`src/rtl/cdb_arbiter_if.sv`:
```
// Requester/broadcast bundle for the common-data-bus arbiter.
// master = functional units + ROB side, slave = arbiter.
interface cdb_arbiter_if #(
  parameter int unsigned NUM_REQ   = 4,
  parameter int unsigned ROB_DEPTH = 64
);
  localparam int unsigned IDX_W = $clog2(ROB_DEPTH);
  localparam int unsigned SRC_W = (NUM_REQ > 1) ? $clog2(NUM_REQ) : 1;

  logic [NUM_REQ-1:0]       req_valid;
  logic [NUM_REQ-1:0]       req_ready;
  logic [NUM_REQ*IDX_W-1:0] req_rob_idx;
  logic [NUM_REQ*6-1:0]     req_pd;
  logic [NUM_REQ*32-1:0]    req_data;
  logic [NUM_REQ*32-1:0]    req_inst;
  logic                     flush;
  logic                     cdb_valid;
  logic [SRC_W-1:0]         cdb_src;
  logic [IDX_W-1:0]         cdb_rob_idx;
  logic [5:0]               cdb_pd;
  logic [31:0]              cdb_data;
  logic [31:0]              cdb_inst;
  logic [NUM_REQ-1:0]       pending;

  modport master (
    output req_valid, req_rob_idx, req_pd, req_data, req_inst, flush,
    input  req_ready, cdb_valid, cdb_src, cdb_rob_idx, cdb_pd, cdb_data, cdb_inst, pending
  );

  modport slave (
    input  req_valid, req_rob_idx, req_pd, req_data, req_inst, flush,
    output req_ready, cdb_valid, cdb_src, cdb_rob_idx, cdb_pd, cdb_data, cdb_inst, pending
  );
endinterface

```
`src/rtl/cdb_arbiter.sv`:
```
// Round-robin common-data-bus arbiter: one holding buffer per functional unit,
// one registered broadcast per cycle, flush drops everything still buffered.
module cdb_arbiter #(
  parameter int unsigned NUM_REQ   = 4,
  parameter int unsigned ROB_DEPTH = 64
) (
  input logic          i_clk,
  input logic          i_rst,
  cdb_arbiter_if.slave bus
);
  localparam int unsigned IDX_W = $clog2(ROB_DEPTH);
  localparam int unsigned PTR_W = (NUM_REQ > 1) ? $clog2(NUM_REQ) : 1;

  logic [NUM_REQ-1:0] r_buf_valid;
  logic [IDX_W-1:0]   r_buf_idx  [NUM_REQ];
  logic [5:0]         r_buf_pd   [NUM_REQ];
  logic [31:0]        r_buf_data [NUM_REQ];
  logic [31:0]        r_buf_inst [NUM_REQ];
  logic [PTR_W-1:0]   r_rr_ptr;

  logic               r_cdb_valid;
  logic [PTR_W-1:0]   r_cdb_src;
  logic [IDX_W-1:0]   r_cdb_idx;
  logic [5:0]         r_cdb_pd;
  logic [31:0]        r_cdb_data;
  logic [31:0]        r_cdb_inst;

  logic [NUM_REQ-1:0] w_grant;
  logic [NUM_REQ-1:0] w_ready;
  logic [NUM_REQ-1:0] w_load;
  logic [PTR_W-1:0]   w_gnt_idx;
  logic [PTR_W-1:0]   w_cand;
  logic               w_any;

  // First valid buffer at or above rr_ptr (wrapping) wins; flush suppresses grants.
  always_comb begin
    w_grant   = '0;
    w_gnt_idx = '0;
    w_cand    = '0;
    w_any     = 1'b0;
    if (!bus.flush) begin
      for (int unsigned k = 0; k < NUM_REQ; k++) begin
        w_cand = PTR_W'((32'(r_rr_ptr) + k) % NUM_REQ);
        if (!w_any && r_buf_valid[w_cand]) begin
          w_any     = 1'b1;
          w_gnt_idx = w_cand;
        end
      end
    end
    if (w_any) w_grant[w_gnt_idx] = 1'b1;
  end

  assign w_ready = (~r_buf_valid | w_grant) & {NUM_REQ{~(bus.flush | i_rst)}};
  assign w_load  = bus.req_valid & w_ready;

  always_ff @(posedge i_clk or posedge i_rst) begin
    if (i_rst) begin
      r_buf_valid <= '0;
      for (int i = 0; i < int'(NUM_REQ); i++) begin
        r_buf_idx[i]  <= '0;
        r_buf_pd[i]   <= '0;
        r_buf_data[i] <= '0;
        r_buf_inst[i] <= '0;
      end
    end else if (bus.flush) begin
      r_buf_valid <= '0;
    end else begin
      for (int i = 0; i < int'(NUM_REQ); i++) begin
        // A granted buffer may be refilled on the same edge it drains.
        if (w_load[i]) begin
          r_buf_valid[i] <= 1'b1;
          r_buf_idx[i]   <= bus.req_rob_idx[i*IDX_W +: IDX_W];
          r_buf_pd[i]    <= bus.req_pd[i*6 +: 6];
          r_buf_data[i]  <= bus.req_data[i*32 +: 32];
          r_buf_inst[i]  <= bus.req_inst[i*32 +: 32];
        end else if (w_grant[i]) begin
          r_buf_valid[i] <= 1'b0;
        end
      end
    end
  end

  always_ff @(posedge i_clk or posedge i_rst) begin
    if (i_rst) begin
      r_rr_ptr <= '0;
    end else if (w_any) begin
      r_rr_ptr <= (32'(w_gnt_idx) == NUM_REQ - 1) ? '0 : w_gnt_idx + 1'b1;
    end
  end

  always_ff @(posedge i_clk or posedge i_rst) begin
    if (i_rst) begin
      r_cdb_valid <= 1'b0;
      r_cdb_src   <= '0;
      r_cdb_idx   <= '0;
      r_cdb_pd    <= '0;
      r_cdb_data  <= '0;
      r_cdb_inst  <= '0;
    end else begin
      r_cdb_valid <= w_any;
      if (w_any) begin
        r_cdb_src  <= w_gnt_idx;
        r_cdb_idx  <= r_buf_idx[w_gnt_idx];
        r_cdb_pd   <= r_buf_pd[w_gnt_idx];
        r_cdb_data <= r_buf_data[w_gnt_idx];
        r_cdb_inst <= r_buf_inst[w_gnt_idx];
      end
    end
  end

  assign bus.req_ready   = w_ready;
  assign bus.pending     = r_buf_valid;
  assign bus.cdb_valid   = r_cdb_valid;
  assign bus.cdb_src     = r_cdb_src;
  assign bus.cdb_rob_idx = r_cdb_idx;
  assign bus.cdb_pd      = r_cdb_pd;
  assign bus.cdb_data    = r_cdb_data;
  assign bus.cdb_inst    = r_cdb_inst;
endmodule

```
`src/flat_wrapper.sv`:
```
// flat-port wrapper written by rule: the top's interface ports become plain ports
module cdb_arbiter_flat 
#(
  parameter int unsigned NUM_REQ   = 4,
  parameter int unsigned ROB_DEPTH = 64
)
  (i_clk, i_rst, bus_req_valid, bus_req_rob_idx, bus_req_pd, bus_req_data, bus_req_inst, bus_flush, bus_req_ready, bus_cdb_valid, bus_cdb_src, bus_cdb_rob_idx, bus_cdb_pd, bus_cdb_data, bus_cdb_inst, bus_pending);
  cdb_arbiter_if #(.NUM_REQ(NUM_REQ), .ROB_DEPTH(ROB_DEPTH)) bus_i ();
  input logic i_clk;
  input logic i_rst;
  input wire logic [$bits(bus_i.req_valid)-1:0] bus_req_valid;
  input wire logic [$bits(bus_i.req_rob_idx)-1:0] bus_req_rob_idx;
  input wire logic [$bits(bus_i.req_pd)-1:0] bus_req_pd;
  input wire logic [$bits(bus_i.req_data)-1:0] bus_req_data;
  input wire logic [$bits(bus_i.req_inst)-1:0] bus_req_inst;
  input wire logic [$bits(bus_i.flush)-1:0] bus_flush;
  output wire logic [$bits(bus_i.req_ready)-1:0] bus_req_ready;
  output wire logic [$bits(bus_i.cdb_valid)-1:0] bus_cdb_valid;
  output wire logic [$bits(bus_i.cdb_src)-1:0] bus_cdb_src;
  output wire logic [$bits(bus_i.cdb_rob_idx)-1:0] bus_cdb_rob_idx;
  output wire logic [$bits(bus_i.cdb_pd)-1:0] bus_cdb_pd;
  output wire logic [$bits(bus_i.cdb_data)-1:0] bus_cdb_data;
  output wire logic [$bits(bus_i.cdb_inst)-1:0] bus_cdb_inst;
  output wire logic [$bits(bus_i.pending)-1:0] bus_pending;
  assign bus_i.req_valid = bus_req_valid;
  assign bus_i.req_rob_idx = bus_req_rob_idx;
  assign bus_i.req_pd = bus_req_pd;
  assign bus_i.req_data = bus_req_data;
  assign bus_i.req_inst = bus_req_inst;
  assign bus_i.flush = bus_flush;
  assign bus_req_ready = bus_i.req_ready;
  assign bus_cdb_valid = bus_i.cdb_valid;
  assign bus_cdb_src = bus_i.cdb_src;
  assign bus_cdb_rob_idx = bus_i.cdb_rob_idx;
  assign bus_cdb_pd = bus_i.cdb_pd;
  assign bus_cdb_data = bus_i.cdb_data;
  assign bus_cdb_inst = bus_i.cdb_inst;
  assign bus_pending = bus_i.pending;
  cdb_arbiter #(.NUM_REQ(NUM_REQ), .ROB_DEPTH(ROB_DEPTH)) u_core (.i_clk(i_clk), .i_rst(i_rst), .bus(bus_i));
endmodule
```
`config.mk`:
```
export PLATFORM = sky130hd
export DESIGN_NAME = cdb_arbiter_flat
export DESIGN_NICKNAME = d
export VERILOG_FILES = /design/src/rtl/cdb_arbiter_if.sv /design/src/rtl/cdb_arbiter.sv /design/src/flat_wrapper.sv
export SDC_FILE = /design/constraint.sdc
export NUM_CORES = 1
export LEC_CHECK = 0
export BUFFER_PORTS_ARGS = -buffer_cell sky130_fd_sc_hd__buf_2
export CAP_MARGIN = 20
export CORE_MARGIN = 2
export CORE_UTILIZATION = 54
export CTS_CLUSTER_DIAMETER = 120
export DETAILED_ROUTE_END_ITERATION = 8
export PLACE_DENSITY = 0.8
export SYNTH_ARGS = -nofsm -noshare
export SYNTH_HDL_FRONTEND = slang
export SYNTH_SLANG_ARGS = --single-unit
```
`constraint.sdc`:
```
create_clock -name i_clk -period 18.2 [get_ports i_clk]
set_input_delay 2.73 -clock i_clk [delete_from_list [all_inputs] [get_ports i_clk]]
set_output_delay 2.73 -clock i_clk [all_outputs]
set_load 0.03 [all_outputs]
```
After elaboration in Yosys (flattened, before gate mapping):

Index checks and enable logic that the tools add are counted.

* bits in latches: 0
* memories: 0
* ROM bits: 0
* output and inout bits: 87
* bits in registers: 389
* RAM bits: 0
* word-level logic and storage cells: 108

* mux-type cells: 46
* $mul: 0
* eq/ne operators: 1
* shifts and indexed selects: 0
* divide/modulo/power cells: 0
* order comparisons: 7
* $add $sub $neg: 4
* bitwise operators: 8
* reduce and logical (&&, ||, !) cells: 15

Operators by type and width (number)
* $bmux 32 s2: 2
* $mux 32: 4
* $bmux 6 s2: 2
* $mux 6: 4
* $mux 1: 21
* $lt 2x3->1 const B: 5
* $mux 2: 6
* $reduce_bool 3->1: 4
* $and 4x4->4: 2
* $bmux 1 s2: 4
* $mux 4: 2
* $reduce_and 2->1: 4
* $add 2x1->2 const B: 2
* $add 2x2->2 const B: 2
* $logic_and 1x1->1: 4
* $not 4->4: 1
* $or 4x4->4: 1
* $ge 3x3->1 const B: 1
* $logic_not 1->1: 3
* $not 2->3: 1
* $demux 1 s2: 1
* $eq 2x2->1 const B: 1
* $ge 2x1->1 const B: 1
* $not 1->1: 2
* $or 1x1->1: 1

Logic depth before layout (Yosys ltp):

Gate-level depths: netlist of run 1.

* depth in word-level cells: 26
* gate-level depth with buffers: 14

Worst setup path after synthesis of run 1:

OpenSTA, ideal clock, no wires.

* kind: input -> output
* start point: in i_rst
* end point: out bus_req_ready[3]
* arrival time: 12301 ps
* cell stages on the path: 2
* buffers on the path: 0
* setup slack: 3169 ps
* cell sequence: inv_1 o211a_2

* longest elaborated chain between the ends: 3

Ends and longest elaborated chain
* start: declaration: RTL line flat_wrapper.sv:10 `input logic i_rst;`
* $or 1x1->1: RTL line cdb_arbiter.sv:53 `assign w_ready = (~r_buf_valid | w_grant) & {NUM_REQ{~(bus.flush | i_rst)}};`
* $not 1->1: RTL line cdb_arbiter.sv:53
* $and 4x4->4: RTL line cdb_arbiter.sv:53
* end: declaration: RTL line flat_wrapper.sv:17 `output wire logic [$bits(bus_i.req_ready)-1:0] bus_req_ready;`

Every way passes these cells.

Worst setup path in the final report of run 1:

* start point: in bus_flush
* end point: out bus_req_ready[0]

* longest elaborated chain between the ends: 8
* elaborated cells between the ends (all ways): 12
* classes of those cells: 2 x order compare; 5 x mux; 4 x bitwise; 1 x reduce/logical

Ends and longest elaborated chain
* start: declaration: RTL line flat_wrapper.sv:16 `input wire logic [$bits(bus_i.flush)-1:0] bus_flush;`
* $mux 2: RTL line cdb_arbiter.sv:41 `if (!bus.flush) begin`
* $lt 2x3->1 (not written as such) / $ge 2x1->1 (equally long branches): RTL line cdb_arbiter.sv:50 `if (w_any) w_grant[w_gnt_idx] = 1'b1;`
* $logic_and 1x1->1 (not written as such): RTL line cdb_arbiter.sv:50
* $mux 1 (not written as such): RTL line cdb_arbiter.sv:50
* $demux 1 s2
* $mux 4: RTL line cdb_arbiter.sv:50
* $or 4x4->4: RTL line cdb_arbiter.sv:53
* $and 4x4->4 *: RTL line cdb_arbiter.sv:53

Mark *: on every way between the ends. The rest lies on a longest branch, timed or not.

==> results of run 1 <==
[placed cells by master (no fill, tap or decap), drive strengths merged]
master / instances
clkbuf: 63
o221ai: 49
o211a: 1
diode: 24
o22ai: 2
nand2b: 1
buf: 415
a21oi: 4
mux2i: 178
o31ai: 1
or2: 1
nor3b: 1
nand2: 62
o21a: 1
nor2: 4
dfrtp: 389
ha: 4
inv: 7
nor2b: 3
a22o: 3
clkinv: 4
o21ai: 1
nor3: 4
mux2: 331
nor4: 2
[worst reg2reg max path, cell delays in order (launching register included)]
cell	delay [ns]
dfrtp_1	0.47
nor4_1	0.09
or2_4	0.43
nor4_2	0.23
buf_4	0.63
buf_4	0.74
inv_2	0.14
ha_1	0.21
nor2b_1	0.22
nor3_2	0.12
nand2_4	0.37
buf_4	0.71
mux2_2	0.44
[registers in the layout (all words and copies together), names as in the netlist]
name,flops
u_core.r_buf_data,128
u_core.r_buf_inst,128
u_core.bus.cdb_data,32
u_core.bus.cdb_inst,32
u_core.r_buf_idx,24
u_core.r_buf_pd,24
u_core.bus.cdb_pd,6
u_core.bus.cdb_rob_idx,6
u_core.bus.pending,4
u_core.bus.cdb_src,2
u_core.r_rr_ptr,2
u_core.bus.cdb_valid,1
[cells by family (layout without fill, tap and decap cells)]
| group | Yosys count | in the layout | share of synthesized area (%) |
|---|---|---|---|
| buffers and inverters | 78 | 489 | 2.734 |
| adders and majority gates | 4 | 4 | 0.3013 |
| DFF | 389 | 389 | 58.59 |
| AOI/OAI and AO/OA | 62 | 62 | 3.156 |
| muxes | 509 | 509 | 33.16 |
| other | 0 | 24 | 0 |
| and+or+nand+nor | 78 | 78 | 2.056 |
[stage by stage]
| step | std cells | total power [mW] |
|---|---|---|
| 2_1_floorplan | 1120 | 1.842 |
| 3_5_place_dp | 1856 | 2.108 |
| 5_1_grt | 1949 | 3.016 |
| 6_report | 1951 | 2.869 |
| 4_1_cts | 1923 | 2.884 |
| 3_3_place_gp | 1856 | 2.071 |
[final timing paths]
path,to,cells after the start,startpoint
worst max-delay path,bus_req_ready[0],10,bus_flush
worst min-delay path,u_core.bus.cdb_src[0],2,u_core.bus.cdb_src[0]
max in group asynchronous,u_core.bus.cdb_inst[9],5,i_rst
min in group asynchronous,u_core.r_buf_pd[4],2,i_rst
worst min register to register,u_core.bus.cdb_src[0],2,u_core.bus.cdb_src[0]
worst max register to register,u_core.r_buf_inst[97],12,u_core.bus.pending[1]
[metal layers]
| layer | part of all wire (%) | track usage [%] | up-vias | wire (microns) |
|---|---|---|---|---|
| met5 | 0.091 | 0 | - | 38 |
| met4 | 4.0 | 12.10 | 6 | 1700 |
| met3 | 6.3 | 5.693 | 107 | 2630 |
| met2 | 49 | 43.17 | 367 | 20450 |
| met1 | 41 | 33.32 | 5486 | 17170 |
| li1 | - | - | 4867 | - |
[report_power, final]
| part | switching [mW] | internal [mW] |
|---|---|---|
| logic | 0.493 | 0.360 |
| clock network | 0.321 | 0.449 |
| registers | 0.133 | 1.11 |
| total | 0.947 | 1.92 |
[final cells by class]
type                       instances  area [sq um]
fill                            2279         10220
sequential                       389          9734
multi-input combinational        653          6472
timing repair buffer             415          2195
clock buffer                      63          1199
tap                              396         495.5
antenna                           24         60.06
inverter                           7         36.28
clock inverter                     4         20.02
==> metrics, run 1 <==
post-synth top area share 58.59%; most frequent cells after synthesis dfrtp_1 (389), mux2_2 (229), mux2i_1 (178); GRT Resource Usage Total between 20% and 30%; Final Util 66.42%; Gate Count Post-Synth 1120; first-pass GRT wire length 66.65 mm; TNS Setup 0 ns; crit end category output port; most instantiated library cell after synthesis dfrtp_1; CTS Buf Count 41; Final #Nets 1822; dpl cell area 0.01883 sq mm; RSZ-0062 raised after global routing no; worst-margin pin slew 0.8978 ns; Critical Path Fanout Max 41; Total Wirelength 41.99 mm; Initial Utilization a little over half; layout cell share with drive strength beyond 1 46.83%; PD cells 142.0 mW/mm^2; # H-tree levels 2; area grow syn2layout 21.66%; minimum clock period after layout 8.601 ns; Final Hold Viols 0; ys async rst share between 90% and 100%; num rows 64; Worst Path Required roughly 15 ns; routed len/inst 21.52 microns; crit-path max cell delay between 0.7 and 0.8 ns; Detail Route Antenna Nets 0; synthesized area per cell 14.83 sq um; drt pass-1 iters 6; Final Worst Setup Slack 9.599 ns; Worst Setup Start Kind input port; CTS tree built; max_cap viols 0; Synth warnings 0; DRC violations left 0; final worst path period share 47.26%; status completed; CTS-repair resized insts 0; maximum VDD drop 0.08121 mV; pin count of the biggest net entering global routing between 100 and 150; worst path bufs/invs 5; R2R setup slack between 10 and 15 ns; Die Ht 179.4 microns; register area share after synthesis approximately three fifths; global route total overflow 0; critical-path cell list buf_2 > or2_4 > nor4_2 > buf_4 > buf_4 > inv_2 > ha_1 > nor2b_1 > nor3_2 > buf_2; Mapped Nets 1435; Fin Hold WS between 0.4 and 0.5 ns; Yosys cell types 30; Area contributors post-synth dfrtp_1 (59%), mux2_2 (16%), mux2i_1 (11%); Clk pin slew, worst setup/hold paths 0.06 ns; synthesized cell area 0.01661 sq mm; Vias 10.83k; design area 0.02021 sq mm; Peak Freq 116.3 MHz; HP Class flop to flop; hold-fix buffers at CTS 0; Slew headroom 40.14%; root buf cell clkbuf_16; Synth Register Bits 389; initial antenna violation count 26; GPL Wtd Cong 0.8284; Fin Clk Skew between 0.009 and 0.01 ns; IO Pins 398; die extent in x 179.4 microns; dpl hpwl 27.96 mm; post-CTS setup repair buffer count 0; largest area contributor in the synthesized netlist dfrtp_1; max-slew violation count 0; DR vias/cell around 5.6; Post-synth EDFFs 0; Clock Tree Buf Depth 3; slowest CP cell buf_4; Setup-failing EPs final 0; Largest delay share family, worst path buffers and inverters; First DRT Iteration DRCs 664; CTS Sinks ~400; Port Buf Inserts approximately 400; die area 0.03218 sq mm; P_leak 9.734 nW; DP Worst Slack 9.593 ns; number of global-route vias before repair 11.99k; kind of critical path input port to output port; main flop type after synthesis dfrtp_1; Worst EP arrival 5.87 ns; core footprint 0.03043 sq mm; Worst-Skew Late Latency approximately 0.51 ns
Note: power is estimated with default switching activity, not from simulation.
==> run 2, diff against run 1 <==
==> constraint.sdc (replaced) <==
create_clock -name i_clk -period 8.36 [get_ports i_clk]
set_input_delay 1.254 -clock i_clk [delete_from_list [all_inputs] [get_ports i_clk]]
set_output_delay 1.254 -clock i_clk [all_outputs]
set_load 0.03 [all_outputs]
==> run 2 against run 1 <==
Effect of this change: wire length is 2.6% higher; critical path type unchanged; critical path depth is 1 lower; clock skew is 0.00071 ns lower; largest power group unchanged; cell count hardly changed; clock-buffer cell count is 3 lower; setup slack worse by 6.1 ns; worst hold slack hardly changed; clock power is 130% higher.
==> metrics, run 2 (synthesis results as in run 1) <==
status completed; Worst-Skew Late Latency 0.51 ns (about the same); Worst Path Required 7.11 ns (-8.36 ns); die extent in x 179.4 microns (unchanged); DRC violations left 0 (unchanged); Slew headroom 31.41% (-8.7 points); Worst Setup SP bus_flush; num rows 64 (unchanged); Worst EP arrival 3.65 ns (-2.22 ns); Fin Clk Skew 0.009209 ns (-0.0007114 ns); layout cell share with drive strength beyond 1 46.93% (+0.10 points); Net Switching 2.081 mW (+120%); RSZ-0062 raised after global routing no; post-CTS setup repair buffer count 0 (unchanged); first-pass GRT wire length 67.54 mm (+1.3%); drt pass-1 iters 4 (-2); max_cap viols 0 (unchanged); critical-path cell list buf_2 > or2_4 > nor4_2 > buf_4 > inv_2 > ha_1 > nor2b_1 > nor3_2 > buf_2; internal power 4.229 mW (+120%); Fin Hold WS 0.4834 ns (+0.0004210 ns); Total Wirelength 43.08 mm (+2.6%); hold path depth 2 (unchanged); number of global-route vias before repair 12.03k (+0.32%); GRT Resource Usage Total 26.62% (+0.42 points); crit end category output port; Clock Tree Buf Depth 3 (unchanged); Final Hold Viols 0 (unchanged); Hold Path Sink u_core.bus.cdb_data[11]; Final Util 66.38% (about the same); Clk pin slew, worst setup/hold paths 0.06 ns (about the same); kind of critical path input port to output port; Peak Freq 204.0 MHz; hold-fix buffers at CTS 0 (unchanged); P_leak 9.730 nW (about the same); CTS tree built; R2R setup slack 4.12 ns (-9.14 ns); Detail Route Antenna Nets 0 (unchanged); dpl hpwl 28.01 mm (+0.17%); core footprint 0.03043 sq mm (unchanged); Comb pwr share 29.2% (-0.5 points); global route total overflow 0 (unchanged); area grow syn2layout 21.58% (about the same); HP Class flop to flop; routed len/inst 22.07 microns (+2.5%); Initial Utilization 54.60% (unchanged); crit-path max cell delay 0.71 ns (-0.02 ns); root buf cell clkbuf_16; Most common cell on crit path buf_2; GPL Wtd Cong 0.8399 (+1.4%); maximum VDD drop 0.2310 mV (+180%); CTS-repair resized insts 0 (unchanged); Switching Share 32.98% (about the same); FF-to-FF End u_core.r_buf_inst[34]; PD cells 312.4 mW/mm^2 (+120%); # H-tree levels 2 (unchanged); Port Buf Inserts 397 (unchanged); initial antenna violation count 27 (+3.8%); TNS Setup 0 ns (unchanged); pin count of the biggest net entering global routing 192 (+30%); Reg2Reg Launch Point u_core.bus.pending[1]; CTS Buf Count 41 (unchanged); max-slew violation count 0 (unchanged); slowest CP cell buf_4; total power draw 6.310 mW (+120%); DR vias/cell 5.587 (+0.61%); First DRT Iteration DRCs 654 (-1.5%); Die Ht 179.4 microns (unchanged); Worst Setup Start Kind input port; Setup-failing EPs final 0 (unchanged); Vias 10.91k (+0.66%); IO Pins 398 (unchanged); Regs by FF count u_core.r_buf_data x128, u_core.r_buf_inst x128; Clock power frac 27.7% (+0.9 points); worst-margin pin slew 1.029 ns (+0.1310 ns); CTS Sinks 389 (unchanged); die area 0.03218 sq mm (unchanged); Critical Path Fanout Max 42 (+2.4%); worst-case reg-to-reg path depth 11 (-1); commonest non-fill, non-tap cell in the layout buf_2; commonest non-fill, non-tap cells in the layout buf_2 (397), dfrtp_1 (389), mux2_2 (229); HP Start u_core.bus.cdb_data[11]; final worst path period share between 50% and 60%; Final #Nets 1819 (-0.16%); minimum clock period after layout between 4 and 5 ns; sequential share of power 43.1% (-0.3 points); filler cell count 2290 (+0.48%)
run 2: changes by cell type in the layout (fill, tap and decap cells not counted), sizes merged:
cell	previous run	this run
clkbuf	63	60
clkinv	4	9
buf	415	412
inv	7	6
clkinvlp	0	1
bufinv	0	2
run 2: area by class of cell:
| class | count | area, sq um | area share, % |
|---|---|---|---|
| Antenna cell | 24 | 60.06 | 0.2973 |
| Clock buffer | 60 | 1167 | 5.779 |
| Inverter | 7 | 32.53 | 0.1611 |
| Tap cell | 396 | 495.5 | 2.453 |
| Sequential cell | 389 | 9734 | 48.19 |
| Timing Repair Buffer | 412 | 2132 | 10.55 |
| Clock inverter | 11 | 105.1 | 0.5203 |
| Multi-Input combinational cell | 653 | 6472 | 32.04 |
run 2: worst max-delay path: cells and delay by family:
kind | cells | cell delay (ns)
fa+ha+maj | 1 | 0.22
simple gates | 4 | 0.94
buf+inv | 4 | 1.21
run 2: worst max path at each step:
| stage | to |
|---|---|
| floorplan | bus_req_ready[3] |
| global placement | u_core.r_buf_inst[34] |
| detailed placement | u_core.r_buf_data[54] |
| CTS | bus_req_ready[1] |
| global route | bus_req_ready[1] |
| finish | bus_req_ready[2] |
run 2: power groups by stage:
stage               Clock (mW)  Combinational (mW)  Sequential [mW]
floorplan                    0               0.965             3.04
global placement             0                1.79             2.72
detailed placement           0                1.84             2.74
CTS                       1.77                1.86             2.71
global route              1.85                1.98             2.78
finish                    1.75                1.84             2.72
run 2: metal layers:
metal | wire length, microns | global-route usage [%] | share of wire (%)
met1 | 17410 | 33.42 | 40
met2 | 21110 | 44.20 | 49
met3 | 2737 | 5.916 | 6.4
met4 | 1766 | 12.46 | 4.1
met5 | 53 | 0 | 0.12
run 2: per-stage QoR:
step	cell area [sq um]	worst slack [ns]	instances
3_5_place_dp	18840	3.249	1856
3_3_place_gp	18840	3.319	1856
5_1_grt	20190	3.288	1949
4_1_cts	20110	3.425	1927
6_report	20200	3.458	1952
2_1_floorplan	16620	-0.4670	1120
==> run 3, diff against run 2 <==
--- a/config.mk
+++ b/config.mk
@@ -8,10 +8,10 @@
 export BUFFER_PORTS_ARGS = -buffer_cell sky130_fd_sc_hd__buf_2
 export CAP_MARGIN = 20
 export CORE_MARGIN = 2
-export CORE_UTILIZATION = 54
+export CORE_UTILIZATION = 49
 export CTS_CLUSTER_DIAMETER = 120
 export DETAILED_ROUTE_END_ITERATION = 8
-export PLACE_DENSITY = 0.8
+export PLACE_DENSITY = 0.77
 export SYNTH_ARGS = -nofsm -noshare
 export SYNTH_HDL_FRONTEND = slang
 export SYNTH_SLANG_ARGS = --single-unit
==> constraint.sdc (replaced) <==
create_clock -name i_clk -period 4.2 [get_ports i_clk]
set_input_delay 0.63 -clock i_clk [delete_from_list [all_inputs] [get_ports i_clk]]
set_output_delay 0.63 -clock i_clk [all_outputs]
set_load 0.03 [all_outputs]
==> run 3 against run 2 <==
Effect of this change: setup slack got worse by 2.8 ns; clock-buffer cell count increased by 2; global-route usage decreased by 2.4 points.
==> metrics, run 3 (synthesis results as in run 1) <==
Fin Hold WS 0.3000 ns (-0.1834 ns); Final #Nets 1824 (+0.27%); commonest non-fill, non-tap cell in the layout buf_2; GPL Wtd Cong 0.8213 (-2.2%); max-slew violation count 0 (unchanged); Initial Utilization 49.67% (-4.9 points); DR vias/cell 5.435 (-2.7%); Comb pwr share 28.2% (-1.0 points); P_leak 9.891 nW (+1.7%); Worst Setup Start Kind flop; Die Ht 188.1 microns (+4.9%); hold-fix buffers at CTS 0 (unchanged); area grow syn2layout 24.12%; status completed; number of global-route vias before repair 11.95k (-0.65%); max_cap viols 0 (unchanged); Clock Tree Buf Depth 3 (unchanged); dpl hpwl 27.20 mm (-2.9%); Final Worst Setup Slack 0.6749 ns (-2.783 ns); Final Hold Viols 0 (unchanged); Worst EP arrival 2.90 ns (-0.75 ns); final worst path period share 83.93%; crit end category output port; maximum VDD drop 0.3891 mV (+68%); First DRT Iteration DRCs 460 (-30%); layout cell share with drive strength beyond 1 47.47% (+0.54 points); Worst-Skew Late Latency 0.54 ns (+0.03 ns); die extent in x 188.1 microns (+4.9%); Vias 10.93k (+0.18%); num rows 67 (+4.7%); drt pass-1 iters 5 (+1); PD cells 635.2 mW/mm^2 (+100%); DRC violations left 0 (unchanged); CTS Buf Count 42 (+2.4%); Peak Freq roughly 280 MHz; worst-margin pin slew 1.039 ns (+0.009697 ns); Worst Path Required 3.57 ns (-3.54 ns); routed len/inst 21.21 microns (-3.9%); Clock power frac 30.6% (+2.9 points); Port Buf Inserts 397 (unchanged); DP Worst Slack 0.9028 ns (-2.347 ns); Detail Route Antenna Nets 0 (unchanged); RSZ-0062 raised after global routing no; Layout Cells excl Fill 2010 (+3.0%); slowest CP cell nor4_2; critical-path cell list nand2b_1 > a21oi_1 > nor4_2 > ha_1 > nor2b_1 > nor3_2 > buf_2; total power draw 13.10 mW (+110%); Fin Clk Skew 0.01150 ns (+0.002289 ns); commonest non-fill, non-tap cells in the layout buf_2 (397), dfrtp_1 (389), mux2_2 (229); kind of critical path flop to output port; first-pass GRT wire length 66.40 mm (-1.7%); internal power 8.917 mW (+110%); CTS tree built; Slew headroom 30.76% (-0.65 points); crit-path max cell delay 0.75 ns (+0.04 ns); Total Wirelength 42.64 mm (-1.0%); global route total overflow 0 (unchanged); worst path bufs/invs 1 (-3); GRT Resource Usage Total 24.19% (-2.4 points); Net Switching 4.181 mW (+100%); sequential share of power 41.2% (-1.9 points); CTS-repair resized insts 0 (unchanged); # H-tree levels 2 (unchanged); HP Class input port to flop; IO Pins 398 (unchanged); placed cell count 1913 (+3.1%); Switching Share 31.92% (-1.1 points); core footprint 0.03345 sq mm (+9.9%); root buf cell clkbuf_16; Setup-failing EPs final 0 (unchanged); R2R setup slack 1.03 ns (-3.09 ns); pin count of the biggest net entering global routing 172 (-10%); Regs by FF count u_core.r_buf_data x128, u_core.r_buf_inst x128; initial antenna violation count 23 (-15%); die area 0.03539 sq mm (+10%); minimum clock period after layout 3.525 ns; Critical Path Fanout Max 7 (-83%); Largest delay share family, worst path simple AND/OR/NAND/NOR gates; CTS Sinks 389 (unchanged); Clk pin slew, worst setup/hold paths 0.06 ns (about the same); post-CTS setup repair buffer count 0 (unchanged)
run 3: metal layers:
layer / track usage, % / routed length [microns] / part of all wire [%] / up-vias
li1: - / - / - / 4880
met1: 30.43 / 17110 / 40 / 5535
met2: 40.21 / 20980 / 49 / 396
met3: 5.559 / 2987 / 7.0 / 104
met4: 10.42 / 1488 / 3.5 / 10
met5: 0 / 66 / 0.15 / -
run 3: final timing paths:
check | from | endpoint | cells past startpoint
worst max-delay path | u_core.bus.pending[1] | bus_req_ready[1] | 7
worst min-delay path | bus_req_inst[62] | u_core.r_buf_inst[94] | 2
min in group asynchronous | i_rst | u_core.r_buf_idx[2] | 3
worst max register to register | u_core.bus.pending[1] | u_core.r_buf_data[124] | 10
worst min register to register | u_core.bus.cdb_data[2] | u_core.bus.cdb_data[2] | 2
max in group asynchronous | i_rst | u_core.r_buf_data[82] | 4
run 3: power by group through the flow:
stage | Clock (mW) | Sequential [mW] | Combinational [mW]
final | 4.01 | 5.39 | 3.69
after global routing | 4.25 | 5.52 | 3.96
after CTS | 4.08 | 5.39 | 3.72
after detailed placement | 0 | 5.44 | 3.70
after global placement | 0 | 5.39 | 3.61
after floorplan | 0 | 6.06 | 1.92
run 3: metrics by stage:
stage               utilization [%]  area [sq um]  TNS (ns)
finish                        61.65         20620         0
global route                  61.62         20610         0
CTS                           61.50         20570         0
detailed placement            56.93         19040         0
global placement              56.93         19040         0
floorplan                         -         16640   -933.55
run 3: final cells by class:
class / count / area, sq um
Clock inverter: 15 / 257.7
Sequential cell: 389 / 9734
Multi-Input combinational cell: 653 / 6472
Antenna cell: 20 / 50.05
Tap cell: 448 / 560.5
Inverter: 7 / 32.53
Timing Repair Buffer: 416 / 2242
Fill cell: 2584 / 12830
Clock buffer: 62 / 1270
